--- src/rtl/cpu_types_pkg.sv ---
// Shared pipeline types: hazard FSM state encoding
// and register-select width.
package cpu_types_pkg;

    localparam int REG_W = 5;

    typedef logic [REG_W-1:0] regbits_t;

    typedef enum logic [1:0] {
        RUN,
        DSTALL,
        HFLUSH,
        HALTED
    } hzstate_t;

endpackage

--- src/rtl/hazard_sequencer_if.sv ---
// Hazard control bundle: pipeline status in, latch
// enables/flushes, dcache flush, halt and stall count out.
interface hazard_sequencer_if #(
    parameter int CNT_W = 32,
    parameter int REG_W = 5
);
    logic             ihit;
    logic             imemREN;
    logic             dhit;
    logic             dmemREN_mem;
    logic             dmemWEN_mem;
    logic             memread_ex;
    logic [REG_W-1:0] rt_ex;
    logic [REG_W-1:0] rs_id;
    logic [REG_W-1:0] rt_id;
    logic             branch_taken_ex;
    logic             jump_id;
    logic             halt_wb;
    logic             flush_done;

    logic             pc_en;
    logic             ifid_en;
    logic             idex_en;
    logic             exmem_en;
    logic             memwb_en;
    logic             ifid_flush;
    logic             idex_flush;
    logic             exmem_flush;
    logic             memwb_flush;
    logic             dcache_flush;
    logic             halt;
    logic [CNT_W-1:0] stall_count;

    // Pipeline side: drives status, receives controls.
    modport master (
        output ihit, imemREN, dhit, dmemREN_mem, dmemWEN_mem,
        output memread_ex, rt_ex, rs_id, rt_id,
        output branch_taken_ex, jump_id, halt_wb, flush_done,
        input  pc_en, ifid_en, idex_en, exmem_en, memwb_en,
        input  ifid_flush, idex_flush, exmem_flush, memwb_flush,
        input  dcache_flush, halt, stall_count
    );

    // Sequencer side.
    modport slave (
        input  ihit, imemREN, dhit, dmemREN_mem, dmemWEN_mem,
        input  memread_ex, rt_ex, rs_id, rt_id,
        input  branch_taken_ex, jump_id, halt_wb, flush_done,
        output pc_en, ifid_en, idex_en, exmem_en, memwb_en,
        output ifid_flush, idex_flush, exmem_flush, memwb_flush,
        output dcache_flush, halt, stall_count
    );

endinterface

--- src/rtl/stall_counter.sv ---
// Saturating cycle counter (CLK, RST sync high, inc in,
// count out); holds at all-ones instead of wrapping.
module stall_counter #(
    parameter int CNT_W = 32
) (
    input  logic             CLK,
    input  logic             RST,
    input  logic             inc,
    output logic [CNT_W-1:0] count
);

    logic [CNT_W-1:0] r_count;

    always_ff @(posedge CLK) begin
        if (RST) begin
            r_count <= '0;
        end else if (inc && (r_count != '1)) begin
            r_count <= r_count + 1'b1;
        end
    end

    assign count = r_count;

endmodule

--- src/rtl/hazard_sequencer.sv ---
// Pipeline stall/flush controller and halt drain sequencer.
// Ports: CLK, RST (sync high), bus (hazard_sequencer_if.slave).
module hazard_sequencer
    import cpu_types_pkg::*;
#(
    parameter int CNT_W = 32,
    parameter int REG_W = 5
) (
    input logic CLK,
    input logic RST,
    hazard_sequencer_if.slave bus
);

    hzstate_t         r_state;
    hzstate_t         w_next;
    logic             r_halt;
    logic [REG_W-1:0] w_rt_ex;
    logic             w_dmiss;
    logic             w_loaduse;
    logic             w_run;
    logic             w_r1;
    logic             w_inc;
    logic             w_pc, w_ifid, w_idex, w_exmem, w_memwb;
    logic             w_fifid, w_fidex, w_fexmem, w_fmemwb;
    logic             w_dcf;

    assign w_rt_ex   = bus.rt_ex;
    assign w_dmiss   = (bus.dmemREN_mem | bus.dmemWEN_mem)
                     & ~bus.dhit;
    assign w_loaduse = bus.memread_ex & (w_rt_ex != '0)
                     & ((w_rt_ex == bus.rs_id)
                     |  (w_rt_ex == bus.rt_id));

    always_comb begin
        w_next   = r_state;
        w_pc     = 1'b1;
        w_ifid   = 1'b1;
        w_idex   = 1'b1;
        w_exmem  = 1'b1;
        w_memwb  = 1'b1;
        w_fifid  = 1'b0;
        w_fidex  = 1'b0;
        w_fexmem = 1'b0;
        w_fmemwb = 1'b0;
        w_dcf    = 1'b0;
        w_r1     = 1'b0;
        w_run    = 1'b0;
        if (RST) begin
            {w_pc, w_ifid, w_idex, w_exmem, w_memwb} = '0;
            {w_fifid, w_fidex, w_fexmem, w_fmemwb} = '1;
        end else begin
            unique case (r_state)
                RUN: begin
                    if (bus.halt_wb) begin
                        w_next = HFLUSH;
                        w_r1   = 1'b1;
                        {w_pc, w_ifid, w_idex,
                         w_exmem, w_memwb} = '0;
                        w_fmemwb = 1'b1;
                    end else if (w_dmiss) begin
                        w_next = DSTALL;
                        {w_pc, w_ifid, w_idex, w_exmem} = '0;
                        w_fmemwb = 1'b1;
                    end else begin
                        w_run = 1'b1;
                    end
                end
                DSTALL: begin
                    if (!bus.dhit) begin
                        {w_pc, w_ifid, w_idex, w_exmem} = '0;
                        w_fmemwb = 1'b1;
                    end else begin
                        w_run  = 1'b1;
                        w_next = RUN;
                    end
                end
                HFLUSH: begin
                    {w_pc, w_ifid, w_idex, w_exmem, w_memwb} = '0;
                    w_dcf = 1'b1;
                    if (bus.flush_done) w_next = HALTED;
                end
                HALTED: begin
                    {w_pc, w_ifid, w_idex, w_exmem, w_memwb} = '0;
                end
                default: w_next = RUN;
            endcase
            // Pipeline advancing: control hazards in priority order.
            if (w_run) begin
                if (bus.branch_taken_ex) begin
                    w_fifid = 1'b1;
                    w_fidex = 1'b1;
                end else if (w_loaduse) begin
                    w_pc    = 1'b0;
                    w_ifid  = 1'b0;
                    w_fidex = 1'b1;
                end else if (bus.jump_id) begin
                    w_fifid = 1'b1;
                end else if (bus.imemREN && !bus.ihit) begin
                    w_pc    = 1'b0;
                    w_fifid = 1'b1;
                end
            end
        end
    end

    always_ff @(posedge CLK) begin
        if (RST) begin
            r_state <= RUN;
            r_halt  <= 1'b0;
        end else begin
            r_state <= w_next;
            if (r_state == HFLUSH && bus.flush_done)
                r_halt <= 1'b1;
        end
    end

    assign w_inc = ((r_state == RUN) || (r_state == DSTALL))
                 && !w_r1 && !w_pc && !RST;

    stall_counter #(.CNT_W(CNT_W)) u_cnt (
        .CLK   (CLK),
        .RST   (RST),
        .inc   (w_inc),
        .count (bus.stall_count)
    );

    assign bus.pc_en        = w_pc;
    assign bus.ifid_en      = w_ifid;
    assign bus.idex_en      = w_idex;
    assign bus.exmem_en     = w_exmem;
    assign bus.memwb_en     = w_memwb;
    assign bus.ifid_flush   = w_fifid;
    assign bus.idex_flush   = w_fidex;
    assign bus.exmem_flush  = w_fexmem;
    assign bus.memwb_flush  = w_fmemwb;
    assign bus.dcache_flush = w_dcf;
    assign bus.halt         = r_halt;

endmodule

--- src/flat_wrapper.sv ---
// flat-port wrapper written by rule: the top's interface ports become plain ports
module hazard_sequencer_flat import cpu_types_pkg::*;
#(
    parameter int CNT_W = 32,
    parameter int REG_W = 5
)
  (CLK, RST, bus_ihit, bus_imemREN, bus_dhit, bus_dmemREN_mem, bus_dmemWEN_mem, bus_memread_ex, bus_rt_ex, bus_rs_id, bus_rt_id, bus_branch_taken_ex, bus_jump_id, bus_halt_wb, bus_flush_done, bus_pc_en, bus_ifid_en, bus_idex_en, bus_exmem_en, bus_memwb_en, bus_ifid_flush, bus_idex_flush, bus_exmem_flush, bus_memwb_flush, bus_dcache_flush, bus_halt, bus_stall_count);
  hazard_sequencer_if #(.CNT_W(CNT_W), .REG_W(REG_W)) bus_i ();
  input logic CLK;
  input logic RST;
  input wire logic [$bits(bus_i.ihit)-1:0] bus_ihit;
  input wire logic [$bits(bus_i.imemREN)-1:0] bus_imemREN;
  input wire logic [$bits(bus_i.dhit)-1:0] bus_dhit;
  input wire logic [$bits(bus_i.dmemREN_mem)-1:0] bus_dmemREN_mem;
  input wire logic [$bits(bus_i.dmemWEN_mem)-1:0] bus_dmemWEN_mem;
  input wire logic [$bits(bus_i.memread_ex)-1:0] bus_memread_ex;
  input wire logic [$bits(bus_i.rt_ex)-1:0] bus_rt_ex;
  input wire logic [$bits(bus_i.rs_id)-1:0] bus_rs_id;
  input wire logic [$bits(bus_i.rt_id)-1:0] bus_rt_id;
  input wire logic [$bits(bus_i.branch_taken_ex)-1:0] bus_branch_taken_ex;
  input wire logic [$bits(bus_i.jump_id)-1:0] bus_jump_id;
  input wire logic [$bits(bus_i.halt_wb)-1:0] bus_halt_wb;
  input wire logic [$bits(bus_i.flush_done)-1:0] bus_flush_done;
  output wire logic [$bits(bus_i.pc_en)-1:0] bus_pc_en;
  output wire logic [$bits(bus_i.ifid_en)-1:0] bus_ifid_en;
  output wire logic [$bits(bus_i.idex_en)-1:0] bus_idex_en;
  output wire logic [$bits(bus_i.exmem_en)-1:0] bus_exmem_en;
  output wire logic [$bits(bus_i.memwb_en)-1:0] bus_memwb_en;
  output wire logic [$bits(bus_i.ifid_flush)-1:0] bus_ifid_flush;
  output wire logic [$bits(bus_i.idex_flush)-1:0] bus_idex_flush;
  output wire logic [$bits(bus_i.exmem_flush)-1:0] bus_exmem_flush;
  output wire logic [$bits(bus_i.memwb_flush)-1:0] bus_memwb_flush;
  output wire logic [$bits(bus_i.dcache_flush)-1:0] bus_dcache_flush;
  output wire logic [$bits(bus_i.halt)-1:0] bus_halt;
  output wire logic [$bits(bus_i.stall_count)-1:0] bus_stall_count;
  assign bus_i.ihit = bus_ihit;
  assign bus_i.imemREN = bus_imemREN;
  assign bus_i.dhit = bus_dhit;
  assign bus_i.dmemREN_mem = bus_dmemREN_mem;
  assign bus_i.dmemWEN_mem = bus_dmemWEN_mem;
  assign bus_i.memread_ex = bus_memread_ex;
  assign bus_i.rt_ex = bus_rt_ex;
  assign bus_i.rs_id = bus_rs_id;
  assign bus_i.rt_id = bus_rt_id;
  assign bus_i.branch_taken_ex = bus_branch_taken_ex;
  assign bus_i.jump_id = bus_jump_id;
  assign bus_i.halt_wb = bus_halt_wb;
  assign bus_i.flush_done = bus_flush_done;
  assign bus_pc_en = bus_i.pc_en;
  assign bus_ifid_en = bus_i.ifid_en;
  assign bus_idex_en = bus_i.idex_en;
  assign bus_exmem_en = bus_i.exmem_en;
  assign bus_memwb_en = bus_i.memwb_en;
  assign bus_ifid_flush = bus_i.ifid_flush;
  assign bus_idex_flush = bus_i.idex_flush;
  assign bus_exmem_flush = bus_i.exmem_flush;
  assign bus_memwb_flush = bus_i.memwb_flush;
  assign bus_dcache_flush = bus_i.dcache_flush;
  assign bus_halt = bus_i.halt;
  assign bus_stall_count = bus_i.stall_count;
  hazard_sequencer #(.CNT_W(CNT_W), .REG_W(REG_W)) u_core (.CLK(CLK), .RST(RST), .bus(bus_i));
endmodule
--- config.mk ---
export PLATFORM = sky130hd
export DESIGN_NAME = hazard_sequencer_flat
export DESIGN_NICKNAME = d
export VERILOG_FILES = /design/src/rtl/cpu_types_pkg.sv /design/src/rtl/hazard_sequencer_if.sv /design/src/rtl/stall_counter.sv /design/src/rtl/hazard_sequencer.sv /design/src/flat_wrapper.sv
export SDC_FILE = /design/constraint.sdc
export NUM_CORES = 1
export LEC_CHECK = 0
export ABC_AREA = 1
export BUFFER_PORTS_ARGS = -buffer_cell sky130_fd_sc_hd__buf_2
export CAP_MARGIN = 20
export CORE_ASPECT_RATIO = 0.9
export CORE_UTILIZATION = 40
export CTS_BUF_LIST = sky130_fd_sc_hd__clkbuf_8
export CTS_CLUSTER_SIZE = 30
export DETAILED_ROUTE_END_ITERATION = 10
export MAX_ROUTING_LAYER = met4
export PLACE_DENSITY = 0.6
export REMOVE_ABC_BUFFERS = 1
export SLEW_MARGIN = 20
export SYNTH_ARGS = -nofsm -noshare
export SYNTH_HDL_FRONTEND = slang
export SYNTH_HIERARCHICAL = 1
export SYNTH_SLANG_ARGS = --single-unit
--- constraint.sdc ---
create_clock -name CLK -period 2.9 [get_ports CLK]
set_input_delay 0.87 -clock CLK [delete_from_list [all_inputs] [get_ports CLK]]
set_output_delay 0.87 -clock CLK [all_outputs]
set_load 0.03 [all_outputs]
==> impl_results.md, run 1 <==
* Total CTS buffers at 5
* Global routing usage on met3 at 3.89%
* Post-CTS Hold Buffers at 0
* CP startpoint: bus_rt_ex[3]
* Tmin final at 2.77 ns
* Die width at 86.7 µm
* Grt met2 use at 37.6%
* Hold path startpoint: u_core/bus.halt$_SDFFE_PP0P_
* Post-synth EDFFs at 0
* Tightest Pin Transition at 0.853 ns
* Synth async-reset ratio at 0%
* First-pass GRT wire length at 11.8 mm
* Global-route usage over all layers at 22.5%
* Number of max-slew violations in the final report at 0
* Buffer count from post-CTS setup fixing at 0
* Area of all sequential standard cells at 701 µm²
* Share of cells above drive strength 1 at 23.6%
* Sequential Power Share at 35.4%
* R2R Path Start: u_core/r_state[0]$_SDFFE_PP0P_
* # DRC at 0
* Final period util at 95.5%
* CP max FO at 3
* Leakage at 1.51 nW
* GR Util met1 at 27.6%
* Critical Path AT at 1.90 ns
* Total core area at 6180 µm²
* Syn Inst Count at 432
* H-tree levels at 2
* Post-Syn Area at 2580 µm²
* IO Port Bufs at 69
* Final Skew at 0.0105 ns
* Post-synthesis register bit count at 35
* Drt first pass iters at 4
* Clk buf depth at 2
* Starting Density at 41.8%
* Number of global-route vias before repair at 2700
* Ys Warns at 6
* Combinational share of power at 32.9%
* CP Launch Type: primary input
* Initial antenna violation count at 0
* Antenna diodes at 0
* Multi-input logic area at 1630 µm²
* Post-DP HPWL at 5.21 mm
* DIE HEIGHT at 78.2 µm
* GR peak layer: met2
* Register area share after synthesis at 27.1%
* Hold Path Class: reg2reg
* Syn Area/Cell at 5.98 µm²
* Row count at 27
* Top cells by area, synth: dfxtp_1 27%, nand2_1 18%, nor2_1 13%
* Switching share of power at 35.8%
* Max cap viols at 0
* F_max at 361 MHz
* Post-synth cell types at 31
* DR vias/cell at 4.82
* Largest net degree at the start of global routing at 33
* RD Place Congestion at 0.872
* Routed Antenna Nets at 0
* RSZ-0062 raised after global routing: yes
* Post-synth top flop: dfxtp_1
* Place WS at 0.0411 ns
* Worst skew pair latency at 0.29 ns
* Boundary Pins at 70
* Fill cells at 685
* Finish-stage setup viols at 0
* Worst Setup End Kind: primary output
* Clock share of power at 31.7%
* Req. time, crit path at 2.03 ns
* P_sw at 0.529 mW
* Routed len/inst at 11.4 µm
* Most instantiated library cell after synthesis: nand2_1
* GRT overflow at 0
* Final critical-path setup slack at 0.132 ns
* Power per cell area at 472 nW/µm²
* Area Growth Syn to Fin at 21.2%
* Clock transition at path regs at 0.07 ns
* DIE AREA at 6780 µm²
* Peak supply drop at 248 µV
* Top post-synthesis cells by count: 125 x nand2_1, 87 x nor2_1, 46 x inv_1
* Nets at 535
* Synth top area share at 27.1%
* Largest area contributor in the netlist: dfxtp_1
* Total internal power at 0.948 mW
* Final WL at 6.76 mm
* Root buf cell: clkbuf_8
* CTS tree: yes
* Vias at 2850
* CP Class: in2out
* Iteration-0 DRC Markers at 158
* Setup_tns at 0 ns
* Clock sink count at 35
* Final Hold Vio Count at 0
* Outcome: completed
* Max_slew headroom at 42.8%
-- worst paths after layout --
path / to / slack [ns] / depth (start not counted)
hold reg to reg: u_core/bus.halt$_SDFFE_PP0P_ / 0.48 / 2
setup / recovery: bus_ifid_en / 0.13 / 11
setup reg to reg: u_core/u_cnt/count[14]$_SDFFE_PP0P_ / 0.49 / 18
hold / removal: u_core/bus.halt$_SDFFE_PP0P_ / 0.48 / 2
-- layer usage --
layer	routed length [µm]	vias up
met4	102	0
met3	364	9
met5	0	-
met2	3130	66
li1	-	1508
met1	3160	1267
-- sequential cells by signal (all words and copies together), names as in the netlist --
register	cells
u_core/bus.halt	1
u_core/r_state	2
u_core/u_cnt/count	32
-- power groups by stage --
stage                     clock network, mW  logic, mW  registers (mW)
after floorplan                           0      0.327           0.544
after global placement                    0      0.479           0.531
after detailed placement                  0      0.480           0.532
after CTS                             0.486      0.481           0.521
after global routing                  0.502      0.550           0.528
final                                 0.468      0.487           0.522
-- cell families after synthesis --
| group | count (synthesis) | share of synthesized area, % |
|---|---|---|
| buf+inv | 60 | 9.98 |
| fa+ha+maj | 5 | 2.42 |
| flops | 35 | 27.1 |
| simple gates | 290 | 50.7 |
| xor+xnor | 3 | 1.02 |
| compound gates | 39 | 8.77 |
-- worst max-delay path, stage by stage --
cell	delay, ns
buf_2	0.11
inv_1	0.09
nand4_1	0.10
o21ai_1	0.14
inv_1	0.06
nand2_2	0.08
nand2_1	0.06
nand2_2	0.07
nand2_1	0.05
nor2_1	0.10
buf_4	0.17
-- repair_timing --
action	CTS	global route
endpoints found under the setup margin	0	2
resized for setup	0	7
hold endpoints to repair	0	0
-- placed cells by master, fill, tap and decap left out --
master	instances
o21ai_2	2
buf_4	7
a21oi_2	3
inv_1	45
nand2_2	11
nand3_4	1
ha_2	1
nor3_1	4
and2_1	1
bufinv_16	1
nand3_1	31
nand2_4	1
dfxtp_1	35
a21oi_1	20
clkbuf_8	6
inv_2	4
xnor2_1	3
clkinv_1	1
nor2_1	87
nand2_1	125
nand4_1	14
clkinv_2	1
o21ai_1	1
a211oi_1	2
nand3_2	2
ha_1	4
nand3b_1	1
nor2_4	6
o21ai_0	5
a31oi_1	6
nor2_8	1
buf_2	67
nor2_2	5
-- cell type report --
| type | instances | share of cell area, % |
|---|---|---|
| Multi-Input combinational cell | 337 | 52.0 |
| Sequential cell | 35 | 22.4 |
| Timing Repair Buffer | 74 | 12.4 |
| Inverter | 50 | 6.00 |
| Tap cell | 87 | 3.48 |
| Clock buffer | 6 | 2.64 |
| Clock inverter | 2 | 1.12 |
-- through the flow --
step                hold WS (ns)  power, mW  area, µm²  utilization, %  instances
floorplan                  0.498      0.872       2510               -        422
global placement           0.452       1.01       3000            48.6        583
detailed placement         0.465       1.01       3000            48.6        583
CTS                        0.482       1.49       3120            50.5        591
global route               0.537       1.58       3130            50.6        591
finish                     0.476       1.48       3130            50.6        591
Note: power is estimated with default switching activity, not from simulation.
==> inputs of run 2 (changes only) <==
ABC_AREA = not set   (was 1)
HOLD_SLACK_MARGIN = 0.12   (was not set)
PLACE_DENSITY = 0.61   (was 0.6)
==> impl_results.md, run 2 <==
* Die width at 80.0 µm (was 86.7 µm)
* Most frequent cells in the layout: 60 x buf_2, 35 x buf_4, 35 x dfxtp_1, 25 x a21oi_1, 19 x or3_1 (was 125 x nand2_1, 87 x nor2_1, 67 x buf_2, 45 x inv_1, 35 x dfxtp_1)
* Routed len/inst at 13.3 µm (was 11.4 µm)
* RSZ-0062 raised after global routing: yes (unchanged)
* Switching share of power at 35.1% (was 35.8%)
* Post-synth cell types at 56 (was 31)
* Nets at 389 (was 535)
* Syn Inst Count at 261 (was 432)
* Leakage at 1.22 nW (was 1.51 nW)
* Clock sink count at 35 (unchanged)
* Initial antenna violation count at 0 (unchanged)
* Root buf cell: clkbuf_8 (unchanged)
* Final Skew at 0.00481 ns (was 0.0105 ns)
* Worst r2r path cells at 12 (was 18)
* Final WL at 5.65 mm (was 6.76 mm)
* Syn Area/Cell at 8.38 µm² (was 5.98 µm²)
* H-tree levels at 2 (unchanged)
* Area Growth Syn to Fin at 35.3% (was 21.2%)
* Final critical-path setup slack at -0.179 ns (was 0.132 ns)
* Post-synth EDFFs at 0 (unchanged)
* Combinational share of power at 39.8% (was 32.9%)
* Starting Density at 41.6% (was 41.8%)
* Clk buf depth at 2 (unchanged)
* Post-CTS Hold Buffers at 0 (unchanged)
* CP max stage delay at 0.54 ns (was 0.17 ns)
* Boundary Pins at 70 (unchanged)
* Ys Warns at 6 (unchanged)
* Post-Syn Area at 2190 µm² (was 2580 µm²)
* Most frequent CP cell: buf_4
* Final Hold Vio Count at 0 (unchanged)
* F_max at 325 MHz (was 361 MHz)
* Most instantiated library cell after synthesis: dfxtp_1 (was nand2_1)
* Outcome: complete, but fails checks (was completed)
* Tmin final at 3.08 ns (was 2.77 ns)
* Largest area contributor in the netlist: dfxtp_1 (unchanged)
* CP Class: in2out (unchanged)
* # DRC at 0 (unchanged)
* Iteration-0 DRC Markers at 101 (was 158)
* DIE AREA at 5770 µm² (was 6780 µm²)
* Final core utilization at 56.4% (was 50.6%)
* Final period util at 106% (was 95.5%)
* Antenna diodes at 0 (unchanged)
* Share of cells above drive strength 1 at 34.9% (was 23.6%)
* Number of global-route vias before repair at 1940 (was 2700)
* Vias at 2322 (was 2850)
* DIE HEIGHT at 72.2 µm (was 78.2 µm)
* Hold Path Class: reg2reg (unchanged)
* Drt first pass iters at 4 (unchanged)
* WP depth at 7 (was 11)
* Buf/Inv on CP at 3 (was 4)
* First-pass GRT wire length at 8.96 mm (was 11.8 mm)
* Power, Total at 1.52 mW (was 1.48 mW)
* Largest net degree at the start of global routing at 23 (was 33)
* IO Port Bufs at 69 (unchanged)
* Max reg flops at 32 (unchanged)
* Tightest Pin Transition at 0.603 ns (was 0.853 ns)
* Commonest non-fill, non-tap cell in the layout: buf_2 (was nand2_1)
* Post-DP HPWL at 4.12 mm (was 5.21 mm)
* CP Cell Sequence: buf_6 -> or4_4 -> o21ai_4 -> buf_4 -> nor2_2 -> a211oi_2 -> buf_4 (was buf_2 -> inv_1 -> nand4_1 -> o21ai_1 -> inv_1 -> nand2_2 -> nand2_1 -> nand2_2 -> nand2_1 -> nor2_1 -> buf_4)
* Max_slew headroom at 59.7% (was 42.8%)
* Setup_tns at -0.595 ns (was 0 ns)
* Total internal power at 0.984 mW (was 0.948 mW)
* RD Place Congestion at 0.790 (was 0.872)
* Post-synth top flop: dfxtp_1 (unchanged)
* Cell family with most CP delay: simple AND/OR/NAND/NOR gates (unchanged)
* Clock share of power at 25.2% (was 31.7%)
* Worst hold path depth at 2 (unchanged)
* Sequential Power Share at 35.0% (was 35.4%)
* Peak supply drop at 362 µV (was 248 µV)
* GRT overflow at 0 (unchanged)
* Finish-stage setup viols at 4 (was 0)
* Worst skew pair latency at 0.28 ns (was 0.29 ns)
* Worst Setup End Kind: primary output (unchanged)
* Failing checks: setup timing
* Synth top area share at 32.0% (was 27.1%)
* CP max FO at 3 (unchanged)
* P_sw at 0.532 mW (was 0.529 mW)
* Top post-synthesis cells by count: 35 x dfxtp_1, 26 x a21oi_1, 19 x or3_1 (was 125 x nand2_1, 87 x nor2_1, 46 x inv_1)
* Critical Path AT at 2.21 ns (was 1.90 ns)
* Number of max-slew violations in the final report at 0 (unchanged)
* Synth async-reset ratio at 0% (unchanged)
* Crit-path slowest cell: or4_4 (was buf_4)
* Clock transition at path regs at 0.07 ns (about the same)
* CP Launch Type: primary input (unchanged)
* Routed Antenna Nets at 0 (unchanged)
* DR vias/cell at 5.46 (was 4.82)
* Row count at 25 (was 27)
* Top cells by area, synth: dfxtp_1 32%, a21oi_1 5.9%, or3_1 5.4% (was dfxtp_1 27%, nand2_1 18%, nor2_1 13%)
* Global-route usage over all layers at 20.1% (was 22.5%)
* CTS tree: yes (unchanged)
* Req. time, crit path at 2.03 ns (about the same)
* Register area share after synthesis at 32.0% (was 27.1%)
* Max cap viols at 0 (unchanged)
* Post-synthesis register bit count at 35 (unchanged)
* Power per cell area at 512 nW/µm² (was 472 nW/µm²)
* Total core area at 5260 µm² (was 6180 µm²)
* Total CTS buffers at 5 (unchanged)
[run 2: cell types whose count changed in the layout (fill, tap and decap cells not counted), sizes merged, moves of 8 or more]
cell	before	now
nand2	137	10
nor2	99	18
inv	49	7
buf	74	100
or3	0	20
nand3	34	18
o21ai	8	22
xnor2	3	11
[run 2: final timing paths]
path | from | slack (ns) | end
max | bus_rt_ex[1] | -0.18 | bus_ifid_en
min | u_core/bus.halt$_SDFFE_PP0P_ | 0.47 | u_core/bus.halt$_SDFFE_PP0P_
max reg2reg | u_core/r_state[0]$_SDFFE_PP0P_ | 0.27 | u_core/u_cnt/count[28]$_SDFFE_PP0P_
min reg2reg | u_core/bus.halt$_SDFFE_PP0P_ | 0.47 | u_core/bus.halt$_SDFFE_PP0P_
[run 2: final cells by class]
cell class | count | area, µm²
flip-flops and latches | 35 | 701
clock inverters | 1 | 3.75
inverters | 6 | 22.5
well taps | 67 | 83.8
clock buffers | 7 | 96.3
repair buffers | 100 | 619
fillers | 487 | 2290
multi-input cells | 209 | 1440
[run 2: what timing repair did]
action                     CTS  global route
pin swaps                    2             9
resized for setup            8            15
cloned                       0             0
setup buffers                2             3
setup endpoints to repair    9            11
[run 2: power by group through the flow]
stage	clock network, mW	registers (mW)	logic, mW
after CTS	0.398	0.530	0.579
after floorplan	0	0.552	0.357
final	0.382	0.530	0.604
after global routing	0.416	0.533	0.656
after global placement	0	0.540	0.554
after detailed placement	0	0.541	0.562
[run 2: metal layers]
layer  up-vias  wire length, µm  GRT usage, %
li1       1174                -             -
met1      1085             2700          26.7
met2        58             2590          31.1
met3         5              313          3.65
met4         0               40          6.55
met5         -                0             -
[run 2: worst min-delay path, stage by stage (launching register included)]
cell,delay [ns]
dfxtp_1,0.33
a21oi_1,0.04
nor2_1,0.07
[run 2: cell families (layout without fill, tap and decap cells)]
| family | count (synthesis) | after routing | synth area share (%) |
|---|---|---|---|
| buffers and inverters | 17 | 114 | 4.17 |
| adders and majority gates | 5 | 5 | 2.86 |
| AOI/OAI and AO/OA | 75 | 75 | 24.1 |
| xor gates and xnor gates | 18 | 18 | 7.20 |
| DFF | 35 | 35 | 32.0 |
| muxes | 2 | 2 | 0.972 |
| and+or+nand+nor | 109 | 109 | 28.7 |
[run 2: stage by stage]
stage / worst slack [ns] / instances / hold WS, ns / instance area, µm²
finish: -0.179 / 425 / 0.474 / 2960
global route: -0.220 / 425 / 0.527 / 2960
CTS: -0.162 / 422 / 0.478 / 2890
detailed placement: -0.427 / 412 / 0.460 / 2740
global placement: -0.418 / 412 / 0.444 / 2740
floorplan: -0.489 / 250 / 0.503 / 2120
==> inputs of run 3 (changes only) <==
ABC_AREA = 1   (was not set)
CORE_MARGIN = 3   (was not set)
PLACE_DENSITY = 0.6   (was 0.61)
==> impl_results.md, run 3 (synthesis gave the netlist of run 1 again) <==
* Outcome: completed (was complete, but fails checks)
* Final WL at 6.93 mm (was 5.65 mm)
* Req. time, crit path at 2.03 ns (about the same)
* Final critical-path setup slack at 0.126 ns (was -0.179 ns)
* R2R Path Start: u_core/r_state[1]$_SDFFE_PP0P_ (was u_core/r_state[0]$_SDFFE_PP0P_)
* Routed Antenna Nets at 0 (unchanged)
* F_max at 360 MHz (was 325 MHz)
* DR vias/cell at 4.84 (was 5.46)
* First-pass GRT wire length at 11.6 mm (was 8.96 mm)
* Share of cells above drive strength 1 at 24.0% (was 34.9%)
* Largest net degree at the start of global routing at 33 (was 23)
* Root buf cell: clkbuf_8 (unchanged)
* Post-CTS Hold Buffers at 0 (unchanged)
* P_sw at 0.534 mW (was 0.532 mW)
* Antenna diodes at 0 (unchanged)
* Total core area at 6180 µm² (was 5260 µm²)
* Buffer count from post-CTS setup fixing at 0 (was 2)
* Finish-stage setup viols at 0 (was 4)
* Global-route usage over all layers at 19.6% (was 20.1%)
* Final cell count without fillers at 591 (was 425)
* Clock sink count at 35 (unchanged)
* Max reg flops at 32 (unchanged)
* Leakage at 1.51 nW (was 1.22 nW)
* Total CTS buffers at 5 (unchanged)
* R2R Path End: u_core/u_cnt/count[14]$_SDFFE_PP0P_ (was u_core/u_cnt/count[28]$_SDFFE_PP0P_)
* DIE HEIGHT at 82.2 µm (was 72.2 µm)
* Dpl cells at 583 (was 412)
* Hold Path Class: reg2reg (unchanged)
* Iteration-0 DRC Markers at 149 (was 101)
* Place WS at 0.0490 ns (was -0.427 ns)
* GRT overflow at 0 (unchanged)
* Setup_tns at 0 ns (was -0.595 ns)
* Number of global-route vias before repair at 2613 (was 1940)
* Tightest Pin Transition at 0.842 ns (was 0.603 ns)
* Post-DP HPWL at 5.37 mm (was 4.12 mm)
* Worst skew pair latency at 0.29 ns (was 0.28 ns)
* Sequential Power Share at 34.9% (was 35.0%)
* Number of max-slew violations in the final report at 0 (unchanged)
* Commonest non-fill, non-tap cell in the layout: nand2_1 (was buf_2)
* Clock share of power at 31.2% (was 25.2%)
* Starting Density at 41.8% (was 41.6%)
* Boundary Pins at 70 (unchanged)
* Max cap viols at 0 (unchanged)
* IO Port Bufs at 69 (unchanged)
* CP Launch Type: primary input (unchanged)
* Combinational share of power at 33.9% (was 39.8%)
* Row count at 27 (was 25)
* Final Skew at 0.0105 ns (was 0.00481 ns)
* Vias at 2860 (was 2322)
* Critical Path Sink: bus_ifid_en (unchanged)
* Power per cell area at 476 nW/µm² (was 512 nW/µm²)
* Worst Setup End Kind: primary output (unchanged)
* Clk buf depth at 2 (unchanged)
* RD Place Congestion at 0.846 (was 0.790)
* # DRC at 0 (unchanged)
* Final period util at 95.7% (was 106%)
* Total internal power at 0.961 mW (was 0.984 mW)
* Tmin final at 2.77 ns (was 3.08 ns)
* H-tree levels at 2 (unchanged)
* CP Class: in2out (unchanged)
* Routed len/inst at 11.7 µm (was 13.3 µm)
* Area Growth Syn to Fin at 21.6% (was 35.3%)
* Final Hold Vio Count at 0 (unchanged)
* Post-CTS Resized at 0 (was 8)
* Initial antenna violation count at 0 (unchanged)
* Critical Path AT at 1.90 ns (was 2.21 ns)
* DIE AREA at 7460 µm² (was 5770 µm²)
* Peak supply drop at 248 µV (was 362 µV)
* Reg2Reg Setup Slack at 0.46 ns (was 0.27 ns)
* Worst r2r path cells at 18 (was 12)
* Final core utilization at 50.8% (was 56.4%)
* CP startpoint: bus_rt_ex[2] (was bus_rt_ex[1])
* Switching share of power at 35.7% (was 35.1%)
* Max_slew headroom at 43.5% (was 59.7%)
* CTS tree: yes (unchanged)
* Drt first pass iters at 4 (unchanged)
* Nets at 535 (was 389)
* Most frequent cells in the layout: 125 x nand2_1, 87 x nor2_1, 67 x buf_2, 43 x inv_1, 35 x dfxtp_1 (was 60 x buf_2, 35 x buf_4, 35 x dfxtp_1, 25 x a21oi_1, 19 x or3_1)
* Clock transition at path regs at 0.07 ns (about the same)
* CP max FO at 3 (unchanged)
* Die width at 90.7 µm (was 80.0 µm)
[run 3: changes by cell type in the layout (fill, tap and decap cells not counted), sizes merged, moves of 7 or more]
cell / delta
nand2: +127
nor2: +81
inv: +42
buf: -27
or3: -20
nand3: +16
o21ai: -14
xnor2: -8
nand4: +7
nor2b: -7
xor2: -7
[run 3: how the worst min path moves through the flow]
| stage | from | endpoint | cells past startpoint |
|---|---|---|---|
| finish | u_core/bus.halt$_SDFFE_PP0P_ | u_core/bus.halt$_SDFFE_PP0P_ | 2 |
| global route | u_core/bus.halt$_SDFFE_PP0P_ | u_core/bus.halt$_SDFFE_PP0P_ | 2 |
| CTS | u_core/bus.halt$_SDFFE_PP0P_ | u_core/bus.halt$_SDFFE_PP0P_ | 2 |
| detailed placement | u_core/bus.halt$_SDFFE_PP0P_ | u_core/bus.halt$_SDFFE_PP0P_ | 2 |
| global placement | u_core/bus.halt$_SDFFE_PP0P_ | u_core/bus.halt$_SDFFE_PP0P_ | 2 |
| floorplan | u_core/r_state[1]$_SDFFE_PP0P_ | u_core/r_state[1]$_SDFFE_PP0P_ | 2 |
[run 3: critical path, cell delays in order]
cell     delay, ns
buf_2         0.12
inv_1         0.07
nand4_1       0.09
o21ai_1       0.13
inv_1         0.06
nand2_2       0.08
nand2_1       0.06
nand2_2       0.07
nand2_1       0.05
nor2_1        0.11
buf_4         0.17
[run 3: cell type report]
class	instances	area, µm²
fill	672	3040
multi-input combinational	337	1640
sequential	35	701
timing repair buffer	74	388
inverter	50	188
tap	87	109
clock buffer	6	82.6
clock inverter	2	35.0
[run 3: power by group through the flow]
stage,Sequential [mW],Clock [mW],Combinational (mW)
6_report,0.522,0.467,0.506
5_1_grt,0.526,0.500,0.566
4_1_cts,0.521,0.485,0.485
3_5_place_dp,0.532,0,0.483
3_3_place_gp,0.532,0,0.484
2_1_floorplan,0.544,0,0.327
[run 3: per-layer routing]
layer	track usage [%]	vias to the layer above	routed length [µm]
li1	-	1507	-
met1	23.5	1277	3350
met2	34.7	67	3190
met3	3.08	9	308
met4	5.50	0	82
met5	-	-	0
[run 3: through the flow]
stage | power [mW] | hold slack, ns | instance area (µm²)
floorplan | 0.872 | 0.498 | 2510
global placement | 1.02 | 0.450 | 3000
detailed placement | 1.02 | 0.460 | 3000
CTS | 1.49 | 0.477 | 3120
global route | 1.59 | 0.505 | 3140
finish | 1.49 | 0.478 | 3140
